$ cat src/rtl/lsu_apb_pkg.sv
// ---------------------------------------------------------------------------
// lsu_apb_pkg
// Shared types and constants for the MEM-stage to APB sequencing controller.
//   - lsu_apb_state_t : controller FSM states (IDLE, SETUP, ACCESS, DONE)
//   - DEF_PERIPH_BASE / DEF_PERIPH_MASK : default peripheral window decode
//   - ERR_RDATA : read data returned to writeback on slave error / timeout
// ---------------------------------------------------------------------------
package lsu_apb_pkg;

  typedef enum logic [1:0] {
    S_IDLE   = 2'd0,
    S_SETUP  = 2'd1,
    S_ACCESS = 2'd2,
    S_DONE   = 2'd3
  } lsu_apb_state_t;

  localparam logic [31:0] DEF_PERIPH_BASE = 32'h1000_0000;
  localparam logic [31:0] DEF_PERIPH_MASK = 32'hF000_0000;
  localparam logic [31:0] ERR_RDATA       = 32'h0000_0000;

endpackage

$ cat src/rtl/lsu_apb_ctrl_timeout_cnt.sv
// ---------------------------------------------------------------------------
// apb_timeout_cnt
// ACCESS-phase wait counter. Only instantiated when APB_TIMEOUT_EN is defined.
// Ports:
//   i_clk, i_reset : clock, synchronous active-low reset
//   i_clr          : clear the count (asserted in the cycle before ACCESS)
//   i_inc          : one ACCESS cycle elapsed without i_pready
//   o_tc           : terminal count; the increment in this cycle makes the
//                    count reach TIMEOUT_CYC
// ---------------------------------------------------------------------------
module apb_timeout_cnt #(
  parameter int TIMEOUT_CYC = 16
) (
  input  logic i_clk,
  input  logic i_reset,
  input  logic i_clr,
  input  logic i_inc,
  output logic o_tc
);

  localparam int CW = $clog2(TIMEOUT_CYC + 1);

  logic [CW-1:0] r_cnt;

  always_ff @(posedge i_clk) begin
    if (!i_reset) begin
      r_cnt <= '0;
    end else if (i_clr) begin
      r_cnt <= '0;
    end else if (i_inc) begin
      r_cnt <= r_cnt + CW'(1);
    end
  end

  // Fire combinationally on the increment that lands on TIMEOUT_CYC so the
  // FSM leaves ACCESS after exactly TIMEOUT_CYC non-ready cycles.
  assign o_tc = i_inc && (r_cnt == CW'(TIMEOUT_CYC - 1));

endmodule

$ cat src/rtl/lsu_apb_ctrl.sv
// ---------------------------------------------------------------------------
// lsu_apb_ctrl
// Runs MEM-stage loads/stores that hit the peripheral window as APB transfers
// and stalls the pipeline while a transfer is in flight.
// Optional feature macro: APB_TIMEOUT_EN (ACCESS-phase timeout with error).
// Ports:
//   i_clk, i_reset          : clock, synchronous active-low reset
//   i_req_*                 : MEM-stage request (valid, write, addr, data, strb)
//   o_stall                 : pipeline hold (combinational)
//   o_rdata, o_rdata_vld    : load data to writeback, one-cycle valid pulse
//   o_err                   : one-cycle pulse on slave error or timeout
//   o_p*, i_p*              : APB master interface
// ---------------------------------------------------------------------------
module lsu_apb_ctrl
  import lsu_apb_pkg::*;
#(
  parameter logic [31:0] PERIPH_BASE = DEF_PERIPH_BASE,
  parameter logic [31:0] PERIPH_MASK = DEF_PERIPH_MASK,
  parameter int          TIMEOUT_CYC = 16
) (
  input  logic        i_clk,
  input  logic        i_reset,
  input  logic        i_req_vld,
  input  logic        i_req_wr,
  input  logic [31:0] i_req_addr,
  input  logic [31:0] i_req_wdata,
  input  logic [3:0]  i_req_strb,
  output logic        o_stall,
  output logic [31:0] o_rdata,
  output logic        o_rdata_vld,
  output logic        o_err,
  output logic        o_psel,
  output logic        o_penable,
  output logic        o_pwrite,
  output logic [31:0] o_paddr,
  output logic [31:0] o_pwdata,
  output logic [3:0]  o_pstrb,
  input  logic        i_pready,
  input  logic [31:0] i_prdata,
  input  logic        i_pslverr
);

  lsu_apb_state_t r_state;
  logic        r_psel;
  logic        r_penable;
  logic        r_pwrite;
  logic [31:0] r_paddr;
  logic [31:0] r_pwdata;
  logic [3:0]  r_pstrb;
  logic [31:0] r_rdata;
  logic        r_rdata_vld;
  logic        r_err;

  logic w_hit;
  logic w_tmo;

  assign w_hit = i_req_vld && ((i_req_addr & PERIPH_MASK) == PERIPH_BASE);

`ifdef APB_TIMEOUT_EN
  apb_timeout_cnt #(
    .TIMEOUT_CYC (TIMEOUT_CYC)
  ) u_tmo (
    .i_clk   (i_clk),
    .i_reset (i_reset),
    .i_clr   (r_state == S_SETUP),
    .i_inc   ((r_state == S_ACCESS) && !i_pready),
    .o_tc    (w_tmo)
  );
`else
  // No counter: ACCESS waits for i_pready indefinitely.
  logic w_unused_tmo_cfg;
  assign w_unused_tmo_cfg = (TIMEOUT_CYC != 0);
  assign w_tmo            = 1'b0;
`endif

  always_ff @(posedge i_clk) begin
    if (!i_reset) begin
      r_state     <= S_IDLE;
      r_psel      <= 1'b0;
      r_penable   <= 1'b0;
      r_pwrite    <= 1'b0;
      r_paddr     <= '0;
      r_pwdata    <= '0;
      r_pstrb     <= '0;
      r_rdata     <= '0;
      r_rdata_vld <= 1'b0;
      r_err       <= 1'b0;
    end else begin
      case (r_state)
        S_IDLE: begin
          if (w_hit) begin
            r_paddr  <= i_req_addr;
            r_pwdata <= i_req_wdata;
            r_pstrb  <= i_req_wr ? i_req_strb : 4'b0000;
            r_pwrite <= i_req_wr;
            r_psel   <= 1'b1;
            r_state  <= S_SETUP;
          end
        end
        S_SETUP: begin
          r_penable <= 1'b1;
          r_state   <= S_ACCESS;
        end
        S_ACCESS: begin
          // i_pready has priority over a simultaneous timeout.
          if (i_pready || w_tmo) begin
            r_psel    <= 1'b0;
            r_penable <= 1'b0;
            r_state   <= S_DONE;
            r_err     <= i_pslverr || !i_pready;
            if (!r_pwrite) begin
              r_rdata     <= (i_pready && !i_pslverr) ? i_prdata : ERR_RDATA;
              r_rdata_vld <= 1'b1;
            end
          end
        end
        S_DONE: begin
          // The stalled instruction retires this cycle; the hit is ignored.
          r_rdata_vld <= 1'b0;
          r_err       <= 1'b0;
          r_state     <= S_IDLE;
        end
        default: r_state <= S_IDLE;
      endcase
    end
  end

  // Combinational so the hold applies in the detection cycle itself.
  assign o_stall = i_reset &&
                   (((r_state == S_IDLE) && w_hit) ||
                    (r_state == S_SETUP) || (r_state == S_ACCESS));

  assign o_psel      = r_psel;
  assign o_penable   = r_penable;
  assign o_pwrite    = r_pwrite;
  assign o_paddr     = r_paddr;
  assign o_pwdata    = r_pwdata;
  assign o_pstrb     = r_pstrb;
  assign o_rdata     = r_rdata;
  assign o_rdata_vld = r_rdata_vld;
  assign o_err       = r_err;

endmodule
$ cat config.mk
export PLATFORM = sky130hd
export DESIGN_NAME = lsu_apb_ctrl
export DESIGN_NICKNAME = d
export VERILOG_FILES = /design/src/rtl/lsu_apb_pkg.sv /design/src/rtl/lsu_apb_ctrl_timeout_cnt.sv /design/src/rtl/lsu_apb_ctrl.sv
export SDC_FILE = /design/constraint.sdc
export NUM_CORES = 1
export LEC_CHECK = 0
export CAP_MARGIN = 30
export CORE_ASPECT_RATIO = 0.5
export CORE_MARGIN = 1
export CORE_UTILIZATION = 43
export DETAILED_ROUTE_END_ITERATION = 10
export GPL_TIMING_DRIVEN = 0
export PLACE_DENSITY = 0.88
export SLEW_MARGIN = 40
export SYNTH_ARGS = -nofsm -noshare
export SYNTH_HDL_FRONTEND = slang
export SYNTH_HIERARCHICAL = 1
export SYNTH_SLANG_ARGS = --single-unit
$ cat constraint.sdc
create_clock -name i_clk -period 3.4 [get_ports i_clk]
set_input_delay 1.02 -clock i_clk [delete_from_list [all_inputs] [get_ports i_clk]]
set_output_delay 1.02 -clock i_clk [all_outputs]
set_load 0.1 [all_outputs]
==> results by group <==
Floorplan
  – Starting Density: about 46%
  – # IOs: 212
  – Core Rows: 24
  – Die Area: 9980 sq um
  – Core box area: 8980 sq um
  – Die width: about 140 um
  – Height of the die: about 70 um

Power and ir drop
  – Sequential share of power: roughly 44%
  – Internal: slightly above 2 mW
  – Total power: roughly 3.0 mW
  – P_sw: 0.874 mW
  – Clock share of power: about a third
  – Static leakage: 2.60 nW
  – Switch share: slightly below 30%
  – PD cells: between 400 and 500 nW/um^2
  – Combinational Power Share: 21.4%
  – Worst VDD drop: approximately 0.29 mV

Timing
  – Fmax: between 0.3 and 0.4 GHz
  – Worst clock skew: between 0.005 and 0.006 ns
  – Period utilization: approximately 98%
  – Tightest Pin Transition: around 0.58 ns
  – Final critical-path required period: ~3.3 ns
  – Fin worst setup slack: around 0.075 ns
  – Final setup vio count: 0
  – Min Hold Slack: 0.447 ns
  – RSZ-0062 raised after global routing: no
  – Endpoints failing hold: 0
  – Rel. slew slack: roughly three fifths
  – Final slew viol count: 0

Synth
  – Most used DFF post-synth: dfxtp_1
  – Post-synth top area cell: dfxtp_1
  – Syn_area_per_cell: about 8.6 sq um
  – Synth cell count leaders: nand2_1 (162), dfxtp_1 (107), a21boi_1 (96)
  – Register bit total from synthesis: 107
  – Post-synth top area share: a little over half
  – Synth warnings: 6
  – Top post-synthesis cells by area: dfxtp_1 (52%), a21boi_1 (18%), nand2_1 (15%), nand3_1 (4.5%), buf_2 (2.2%)
  – Count of cell types in the netlist: 25
  – Ys async rst share: 0%
  – Syn_nets: a little under 600
  – Top-count cell post-synth: nand2_1
  – Sequential share of the synthesized area: approximately 52%
  – Number of enable flip-flop cells after synthesis: 0
  – Cell count after synthesis: between 400 and 500
  – Post-synthesis instance area: 4110 sq um

CTS
  – Clock sink count: 107
  – Clk Latency, worst-skew pair: between 0.3 and 0.4 ns
  – Cts hold-fix bufs: 0
  – Num CTS Buffers: 9
  – CTS max path bufs: 2
  – H-tree Lvls: 3
  – CTS tree: yes
  – CTS Root Cell: clkbuf_16
  – Clk slew on worst S/H paths: about 0.07 ns

Global routing
  – Largest net degree at the start of global routing: 17
  – First-pass GRT wire length: 18400 um
  – GRT Residual Overflow: 0
  – Initial antenna violation count: 0
  – Vias in the first global route: 3827
  – Total GRT Usage: a little under a quarter

Job
  – Max Cap Violations: 0

Drt
  – Via density: about 5
  – Via count: about 4000
  – First-pass iteration count of the detailed router: 4
  – DRC: 0
  – WL final: 11400 um
  – Routed len/inst: about 14 um
  – Drt first-iter violations: between 150 and 200
  – Antenna Nets Post-Route: 0

Worst setup path
  – CP max FO: 3
  – Crit path kind: in -> out
  – Worst path required time: roughly 2.4 ns
  – Crit path DAT: 2.31 ns
  – Setup crit start kind: input port
  – Crit end category: output port

Placement
  – Placer Congestion: about 0.8
  – Dpl ws: -0.420 ns
  – DP Area: 5830 sq um
  – Post-DP HPWL: 8470 um
  – PortBufs: 210

Layout
  – P&R area growth vs syn: 50.1%
  – Final layout net count: ~810
  – Share of cells above drive strength 1: 21.0%
  – Post-route cell area: around 6200 sq um
  – Fillers: 740
  – Ant. Diodes: 0

Worst hold path
  – Min-delay worst type: reg -> reg

Outcome
  – Status: finished, final reports clean
## area by class of cell
| class | instances | area, sq um | share of cell area (%) |
|---|---|---|---|
| Multi-Input combinational cell | 330 | 1800 | 29.1 |
| Buffer | 38 | 198 | 3.20 |
| Clock inverter | 6 | 57.6 | 0.932 |
| Inverter | 3 | 11.3 | 0.182 |
| Timing Repair Buffer | 212 | 1600 | 25.8 |
| Tap cell | 117 | 146 | 2.37 |
| Clock buffer | 9 | 225 | 3.65 |
| Sequential cell | 107 | 2140 | 34.7 |
## critical path: stages
cell           delay [ns]
dlygate4sd2_1        0.24
nor3b_4              0.16
and3_1               0.15
buf_6                0.12
buf_8                0.11
o31a_4               0.33
buf_12               0.17
## sequential cells by signal (all words and copies together), names as in the netlist
| name | flops |
|---|---|
| o_pstrb | 4 |
| o_pwrite | 1 |
| o_psel | 1 |
| r_state | 2 |
| o_err | 1 |
| o_rdata | 32 |
| o_pwdata | 32 |
| o_paddr | 32 |
| o_penable | 1 |
| o_rdata_vld | 1 |
## cell families (layout without fill, tap and decap cells)
group           after synthesis  in the layout  synth area share [%]
compound gates              110            110                  19.8
fa+ha+maj                     5              5                  1.52
buf+inv                      41            268                  4.75
flops                       107            107                  52.1
mux                           1              1                 0.243
simple gates                214            214                  21.6
## routing by layer
metal,GRT usage (%),vias to the layer above,routed length [um]
met3,5.62,17,562
met4,8.06,0,225
met1,29.1,1851,5050
met2,40.0,111,5540
met5,0,-,0
li1,-,2013,-
## metrics by stage
step / cells / TNS, ns / utilization (%)
2_1_floorplan: 478 / 0 / -
5_1_grt: 822 / 0 / 68.8
3_5_place_dp: 805 / -0.420 / 65.0
4_1_cts: 822 / 0 / 68.8
6_report: 822 / 0 / 68.8
3_3_place_gp: 805 / -1.15 / 70.9
## placed cells by master (no fill, tap or decap), types with 5 or more instances in the layout
master / count
buf_2: 122
ha_1: 5
clkbuf_16: 9
dlygate4sd2_1: 5
a21boi_1: 96
clkdlybuf4s50_1: 99
dfxtp_1: 107
clkbuf_1: 17
nand2_1: 162
nand3_1: 37
## power groups by stage
stage / clock [mW] / combinational (mW) / sequential, mW
final: 1.01 / 0.631 / 1.31
after global placement: 0 / 0.630 / 1.34
after global routing: 1.08 / 0.669 / 1.31
after floorplan: 0 / 0.196 / 1.54
after CTS: 1.03 / 0.630 / 1.31
after detailed placement: 0 / 0.607 / 1.34
## path summary, 6_finish.rpt
check	startpoint	endpoint	slack [ns]	depth (start not counted)
setup reg to reg	r_state[0]	o_rdata_vld	1.64	9
hold / removal	o_rdata[5]	o_rdata[5]	0.45	2
setup / recovery	i_req_vld	o_stall	0.07	7
hold reg to reg	o_rdata[5]	o_rdata[5]	0.45	2
## repair_timing
| item | CTS | global route |
|---|---|---|
| setup endpoints to repair | 1 | 0 |
| setup buffers | 2 | 0 |
| gates resized for setup | 17 | 0 |
No activity file was read; power rests on OpenSTA's default activity.
